### config.mk
export PLATFORM = sky130hd
export DESIGN_NAME = barry_sprite_drawer_flat
export DESIGN_NICKNAME = d
export VERILOG_FILES = /design/src/rtl/barry_pkg.sv /design/src/rtl/barry_sprite_drawer_if.sv /design/src/rtl/barry_sprite_drawer_rect_walker.sv /design/src/rtl/barry_sprite_drawer.sv /design/src/flat_wrapper.sv
export SDC_FILE = /design/constraint.sdc
export NUM_CORES = 1
export LEC_CHECK = 0
export ABC_CLOCK_PERIOD_IN_PS = 5800
export BUFFER_PORTS_ARGS = -buffer_cell sky130_fd_sc_hd__buf_2
export CORE_MARGIN = 2
export CORE_UTILIZATION = 45
export CTS_CLUSTER_DIAMETER = 60
export CTS_CLUSTER_SIZE = 40
export DETAILED_ROUTE_END_ITERATION = 8
export MAX_ROUTING_LAYER = met4
export PLACE_DENSITY = 0.73
export SETUP_SLACK_MARGIN = 0.3
export SLEW_MARGIN = 10
export SYNTH_ARGS = -nofsm -noshare
export SYNTH_HDL_FRONTEND = slang
export SYNTH_HIERARCHICAL = 1
export SYNTH_SLANG_ARGS = --single-unit
### constraint.sdc
create_clock -name clk -period 5.8 [get_ports clk]
set_input_delay 0.87 -clock clk [delete_from_list [all_inputs] [get_ports clk]]
set_output_delay 0.87 -clock clk [all_outputs]
set_load 0.005 [all_outputs]
### src/rtl/barry_pkg.sv
// Shared types and constants for the Barry sprite datapath.
//   SCREEN_W / SCREEN_H : visible framebuffer size in pixels
//   xcoord_t / ycoord_t : column (10 bit) and row (9 bit) coordinate types
//   drawer_state_t      : sprite drawer FSM states
//   clamp_y()           : limits a requested top row to the last legal top row
package barry_pkg;
    localparam int SCREEN_W = 640;
    localparam int SCREEN_H = 480;

    typedef logic [9:0] xcoord_t;
    typedef logic [8:0] ycoord_t;

    typedef enum logic [1:0] {
        IDLE   = 2'd0,
        ERASE  = 2'd1,
        DRAW   = 2'd2,
        FINISH = 2'd3
    } drawer_state_t;

    function automatic ycoord_t clamp_y(input ycoord_t y, input ycoord_t y_max);
        return (y > y_max) ? y_max : y;
    endfunction
endpackage

### src/rtl/barry_sprite_drawer_if.sv
// Pixel write port between a sprite drawer and the framebuffer arbiter.
//   px_x, px_y, px_color : pixel address and colour (1 = sprite, 0 = background)
//   px_valid             : write request; address/colour held while stalled
//   px_ready             : arbiter accepts the write when px_valid & px_ready
// master = sprite drawer, slave = framebuffer arbiter.
interface barry_sprite_drawer_if
    import barry_pkg::*;
();
    xcoord_t px_x;
    ycoord_t px_y;
    logic    px_color;
    logic    px_valid;
    logic    px_ready;

    modport master (output px_x, output px_y, output px_color, output px_valid,
                    input  px_ready);
    modport slave  (input  px_x, input  px_y, input  px_color, input  px_valid,
                    output px_ready);
endinterface

### src/rtl/barry_sprite_drawer_rect_walker.sv
// rect_walker: walks a W x H rectangle with fixed left column X0 in row-major
// order (column inner, row outer). Shared with the obstacle drawer.
//   clk, rst : clock, asynchronous active-high reset
//   start    : load the walker at (X0, top); has priority over advance
//   top      : top row of the rectangle, sampled on start
//   advance  : step to the next pixel
//   x, y     : current pixel
//   last     : current pixel is the bottom-right corner
module rect_walker
    import barry_pkg::*;
#(
    parameter int X0 = 80,
    parameter int W  = 20,
    parameter int H  = 40
) (
    input  logic    clk,
    input  logic    rst,
    input  logic    start,
    input  ycoord_t top,
    input  logic    advance,
    output xcoord_t x,
    output ycoord_t y,
    output logic    last
);
    localparam xcoord_t X_FIRST = xcoord_t'(X0);
    localparam xcoord_t X_LAST  = xcoord_t'(X0 + W - 1);
    localparam ycoord_t H_M1    = ycoord_t'(H - 1);

    xcoord_t x_reg;
    ycoord_t y_reg;
    ycoord_t bottom_reg;   // top + H - 1, kept so last is a pure compare

    always_ff @(posedge clk or posedge rst) begin
        if (rst) begin
            x_reg      <= '0;
            y_reg      <= '0;
            bottom_reg <= '0;
        end else if (start) begin
            x_reg      <= X_FIRST;
            y_reg      <= top;
            bottom_reg <= top + H_M1;
        end else if (advance) begin
            if (x_reg == X_LAST) begin
                x_reg <= X_FIRST;
                y_reg <= y_reg + 9'd1;
            end else begin
                x_reg <= x_reg + 10'd1;
            end
        end
    end

    assign x    = x_reg;
    assign y    = y_reg;
    assign last = (x_reg == X_LAST) && (y_reg == bottom_reg);
endmodule

### src/rtl/barry_sprite_drawer.sv
// barry_sprite_drawer: once per frame, erases Barry's previous rectangle and
// draws it at the new vertical position, issuing pixel writes over a
// valid/ready port.
//   clk, reset  : game clock, asynchronous active-high reset
//   y0          : requested top row from the motion block
//   frame_start : one-cycle pulse at start of vertical blank
//   px          : pixel write port (master side)
//   busy        : high whenever not IDLE
//   done        : one-cycle pulse when a frame update completes
module barry_sprite_drawer
    import barry_pkg::*;
#(
    parameter int X0 = 80,
    parameter int W  = 20,
    parameter int H  = 40
) (
    input  logic                         clk,
    input  logic                         reset,
    input  ycoord_t                      y0,
    input  logic                         frame_start,
    barry_sprite_drawer_if.master        px,
    output logic                         busy,
    output logic                         done
);
    localparam ycoord_t Y_MAX = ycoord_t'(SCREEN_H - H);

    drawer_state_t state_reg, state_next;
    ycoord_t       y_new_reg, y_old_reg;
    logic          drawn_reg;

    ycoord_t y_clamped;
    logic    walk_start, walk_last, handshake, pix_valid;
    ycoord_t walk_top;
    xcoord_t walk_x;
    ycoord_t walk_y;

    assign y_clamped = clamp_y(y0, Y_MAX);
    assign handshake = pix_valid & px.px_ready;

    // State register
    always_ff @(posedge clk or posedge reset) begin
        if (reset) state_reg <= IDLE;
        else       state_reg <= state_next;
    end

    // Next-state logic
    always_comb begin
        state_next = state_reg;
        case (state_reg)
            IDLE: begin
                if (frame_start) begin
                    if (!drawn_reg)                   state_next = DRAW;
                    else if (y_clamped == y_old_reg)  state_next = FINISH;
                    else                              state_next = ERASE;
                end
            end
            ERASE:   if (handshake && walk_last) state_next = DRAW;
            DRAW:    if (handshake && walk_last) state_next = FINISH;
            FINISH:  state_next = IDLE;
            default: state_next = IDLE;
        endcase
    end

    // Outputs and walker control
    always_comb begin
        pix_valid  = (state_reg == ERASE) || (state_reg == DRAW);
        busy       = (state_reg != IDLE);
        done       = (state_reg == FINISH);
        walk_start = 1'b0;
        walk_top   = y_new_reg;
        if (state_reg == IDLE) begin
            // Erase starts at the old position; a first draw at the new one.
            walk_top   = drawn_reg ? y_old_reg : y_clamped;
            walk_start = frame_start && (state_next != FINISH);
        end else if (state_reg == ERASE) begin
            walk_start = handshake && walk_last;
        end
    end

    // Frame bookkeeping: requested position and what is currently on screen
    always_ff @(posedge clk or posedge reset) begin
        if (reset) begin
            y_new_reg <= '0;
            y_old_reg <= '0;
            drawn_reg <= 1'b0;
        end else begin
            if (state_reg == IDLE && frame_start)
                y_new_reg <= y_clamped;
            if (state_reg == DRAW && handshake && walk_last) begin
                y_old_reg <= y_new_reg;
                drawn_reg <= 1'b1;
            end
        end
    end

    rect_walker #(.X0(X0), .W(W), .H(H)) u_walker (
        .clk     (clk),
        .rst     (reset),
        .start   (walk_start),
        .top     (walk_top),
        .advance (handshake),
        .x       (walk_x),
        .y       (walk_y),
        .last    (walk_last)
    );

    assign px.px_x     = walk_x;
    assign px.px_y     = walk_y;
    assign px.px_color = (state_reg == DRAW);
    assign px.px_valid = pix_valid;
endmodule

### src/flat_wrapper.sv
// flat-port wrapper written by rule: the top's interface ports become plain ports
module barry_sprite_drawer_flat import barry_pkg::*;
#(
    parameter int X0 = 80,
    parameter int W  = 20,
    parameter int H  = 40
)
  (clk, reset, y0, frame_start, busy, done, px_px_x, px_px_y, px_px_color, px_px_valid, px_px_ready);
  barry_sprite_drawer_if px_i ();
  input  logic clk;
  input  logic reset;
  input  ycoord_t y0;
  input  logic frame_start;
  output logic busy;
  output logic done;
  output wire logic [$bits(px_i.px_x)-1:0] px_px_x;
  output wire logic [$bits(px_i.px_y)-1:0] px_px_y;
  output wire logic [$bits(px_i.px_color)-1:0] px_px_color;
  output wire logic [$bits(px_i.px_valid)-1:0] px_px_valid;
  input wire logic [$bits(px_i.px_ready)-1:0] px_px_ready;
  assign px_px_x = px_i.px_x;
  assign px_px_y = px_i.px_y;
  assign px_px_color = px_i.px_color;
  assign px_px_valid = px_i.px_valid;
  assign px_i.px_ready = px_px_ready;
  barry_sprite_drawer #(.X0(X0), .W(W), .H(H)) u_core (.clk(clk), .reset(reset), .y0(y0), .frame_start(frame_start), .px(px_i), .busy(busy), .done(done));
endmodule
==> results.ini <==
[outcome]
run_status = finished clean

[cells_and_area]
design_area_sq_um = 3390
mostFrequentLayoutCell = dfrtp_1
instances_no_fill = 442
area_delta_synth_final_pct = 10.6
post-route-util_pct = 50.7
fill_cells = 630
drive_gt1_share_pct = 21.3
largest_reg_flops = 10
insertedDiodeCount = 0
nets = 382
final_cell_mix = dfrtp_1, buf_2, nor2_1

[clock_tree]
post_cts_buffers = 0
numCtsBuffers = 5
clock_path_buffers = 2
post_cts_resized = 0
clock_sinks = 49
clk_pin_slew_ns = 0.09
cts-hold-fix-buffers = 0
cts_tree = done
cts_root_buf = clkbuf_8
worstSkewPairLatency_ns = 0.30
cts_max_level = 2

[floorplan]
core-area_sq_um = 6680
die_h_um = 86.6
dieArea_sq_um = 7490
start_util_pct = 45.9
fp.dieW_um = 86.6
rows = 30
ios = 36

[flow_run]
maxCapViolCount = 0

[sta]
fin_setup_tns_ns = 0
period_share_pct = 64.0
setup_viol = 0
maxSlewHeadroom_pct = 27.1
hold_viol = 0
skew_ns = 0.0116
tightest_slew_ns = 1.09
drv_slew = 0
fmaxAchievable_mhz = 269
whs_ns = 0.511
rsz0062_at_grt = no
fin_crit_ns = 3.71

[detailed_routing]
remaining_drc_errors = 0
detailroute.via_count = 2546
top_layer_used = met4
drtAntennaViolNets = 0
met2_length_um = 3430
viasPerCell = 5.76
dr.pass1.iters = 4
wl_met1_um = 3140
drtIter0Drc = 199
post_drt_wl_per_cell_um = 15.7
dr_wl_met3_um = 222
wirelength_um = 6920

[synth]
ys_seq_area_share_pct = 40.0
syn_inst = 331
synth.area.mux_share_pct = 9.22
synth-xor-area-share_pct = 6.28
synth_top_area_cell = dfrtp_1
synth-simple-area-share_pct = 22.6
synth.top_cells.by_area = dfrtp_1, mux2_2, nor2_1, nand2_1, a21oi_1
synth_top_cell_area_share_pct = 40.0
synthArstFlopShare_pct = 100
synth-seq-cells = 49
synthesis.area_sq_um = 3070
synth_ff_type = dfrtp_1
synth_edf_count = 0
synth_compound_area_share_pct = 14.8
synth.distinct_cells = 51
synthAdderAreaFrac_pct = 3.26
syn_nets = 352
synth_top_family_by_area = simple AND/OR/NAND/NOR gates
synth_area_per_cell_sq_um = 9.26
ys_warn_count = 6

[power_and_ir_drop]
sequentialPowerShare_pct = 54.1
p_leak_uw = 0.00154
switchingPower_uw = 200
p_per_area_nw_per_um2 = 211
power_frac_comb_pct = 15.1
ir_drop_uv = 78.1
clock_power_share_pct = 30.7
switching_share_pct = 28.0
p_int_uw = 514

[grt]
grt_pass1_vias = 2443
grt_max_degree = 31
grt_pass1_wl_um = 11800
grt_util_all_layers_pct = 20.3
overflow = 0
antenna_found_initial = 0

[critical_path]
required_ns = 5.99
arrival_ns = 3.90
critical_path_class = reg2reg
start_kind = register
path_max_fanout = 30
end_kind = register

[placed_design]
place_area_sq_um = 3290
dpl.hpwl_um = 5050
place_congestion = 0.837
numPortBuffers = 35
placed_cells = 434

[min_path]
hold_path_class = reg2reg

[layout make-up]
| type | instances | area [sq um] | area share, % |
|---|---|---|---|
| clock buffers | 7 | 96.3 | 2.84 |
| clock inverters | 1 | 5.00 | 0.148 |
| inverters | 15 | 56.3 | 1.66 |
| multi-input cells | 254 | 1720 | 50.8 |
| flip-flops and latches | 49 | 1230 | 36.2 |
| well taps | 80 | 100 | 2.95 |
| repair buffers | 36 | 183 | 5.39 |
[power groups by stage]
stage                     Sequential [uW]  Combinational, uW  Clock, uW
final                                 387                108        220
after global routing                  392                121        238
after CTS                             387                109        226
after detailed placement              394                108          0
after global placement                392                106          0
after floorplan                       390               69.6          0
[synthesized netlist by cell type, types with 2 or more instances]
master and n:
a21oi_1 20, o31a_1 2, xnor2_1 11, nor2b_1 2, mux2_2 18, and2_1 4
clkbuf_1 10, o21ai_0 17, o31ai_1 3, mux2i_1 8, or4_1 2, o21ai_1 9
nor3_1 5, ha_1 8, a31oi_1 10, xor2_1 11, nor2_1 32, inv_1 14
nand2_1 28, nand2b_1 12, nand3_1 10, and3_1 2, buf_4 2, nand4_1 10
or3_1 6, nor4_2 2, dfrtp_1 49
[routing by layer]
layer	track usage (%)	up-vias
met4	6.39	0
met5	-	-
met2	32.4	64
met3	2.76	15
met1	26.8	1228
li1	-	1239
[per-stage QoR]
| stage | worst slack [ns] | total power (uW) |
|---|---|---|
| final | 2.09 | 715 |
| after global routing | 1.84 | 751 |
| after CTS | 2.11 | 722 |
| after detailed placement | 2.13 | 502 |
| after global placement | 2.27 | 498 |
| after floorplan | 2.52 | 460 |
[worst paths after layout]
path,endpoint,cells after the start,slack [ns],start
setup / recovery,u_core/u_walker/x[6]$_DFFE_PP0P_,13,2.09,u_core/u_walker/x[0]$_DFFE_PP0P_
hold / removal,u_core/y_new_reg[0]$_DFFE_PP0P_,2,0.51,u_core/y_new_reg[0]$_DFFE_PP0P_
setup reg to reg,u_core/u_walker/x[6]$_DFFE_PP0P_,13,2.09,u_core/u_walker/x[0]$_DFFE_PP0P_
hold reg to reg,u_core/y_new_reg[0]$_DFFE_PP0P_,2,0.51,u_core/y_new_reg[0]$_DFFE_PP0P_
max in group asynchronous,u_core/u_walker/x[9]$_DFFE_PP0P_,2,4.30,reset
min in group asynchronous,u_core/y_old_reg[5]$_DFFE_PP0P_,2,0.72,reset
[worst max-delay path, stage by stage (launching register included)]
cell,delay [ns]
dfrtp_1,0.47
ha_1,0.25
and4bb_4,0.29
nand3_4,0.15
or4_1,0.58
nor4_2,0.18
and3_1,0.26
o21ai_0,0.10
nand2_1,0.09
nand4_1,0.12
nor3_1,0.27
o21ai_2,0.09
buf_4,0.24
or3b_2,0.49
[kinds of logic after synthesis]
group / Yosys count
and+or+nand+nor: 126
AOI/OAI and AO/OA: 72
DFF: 49
buffers and inverters: 28
muxes: 26
xor gates and xnor gates: 22
adders and majority gates: 8
No activity file was read; power rests on OpenSTA's default activity.
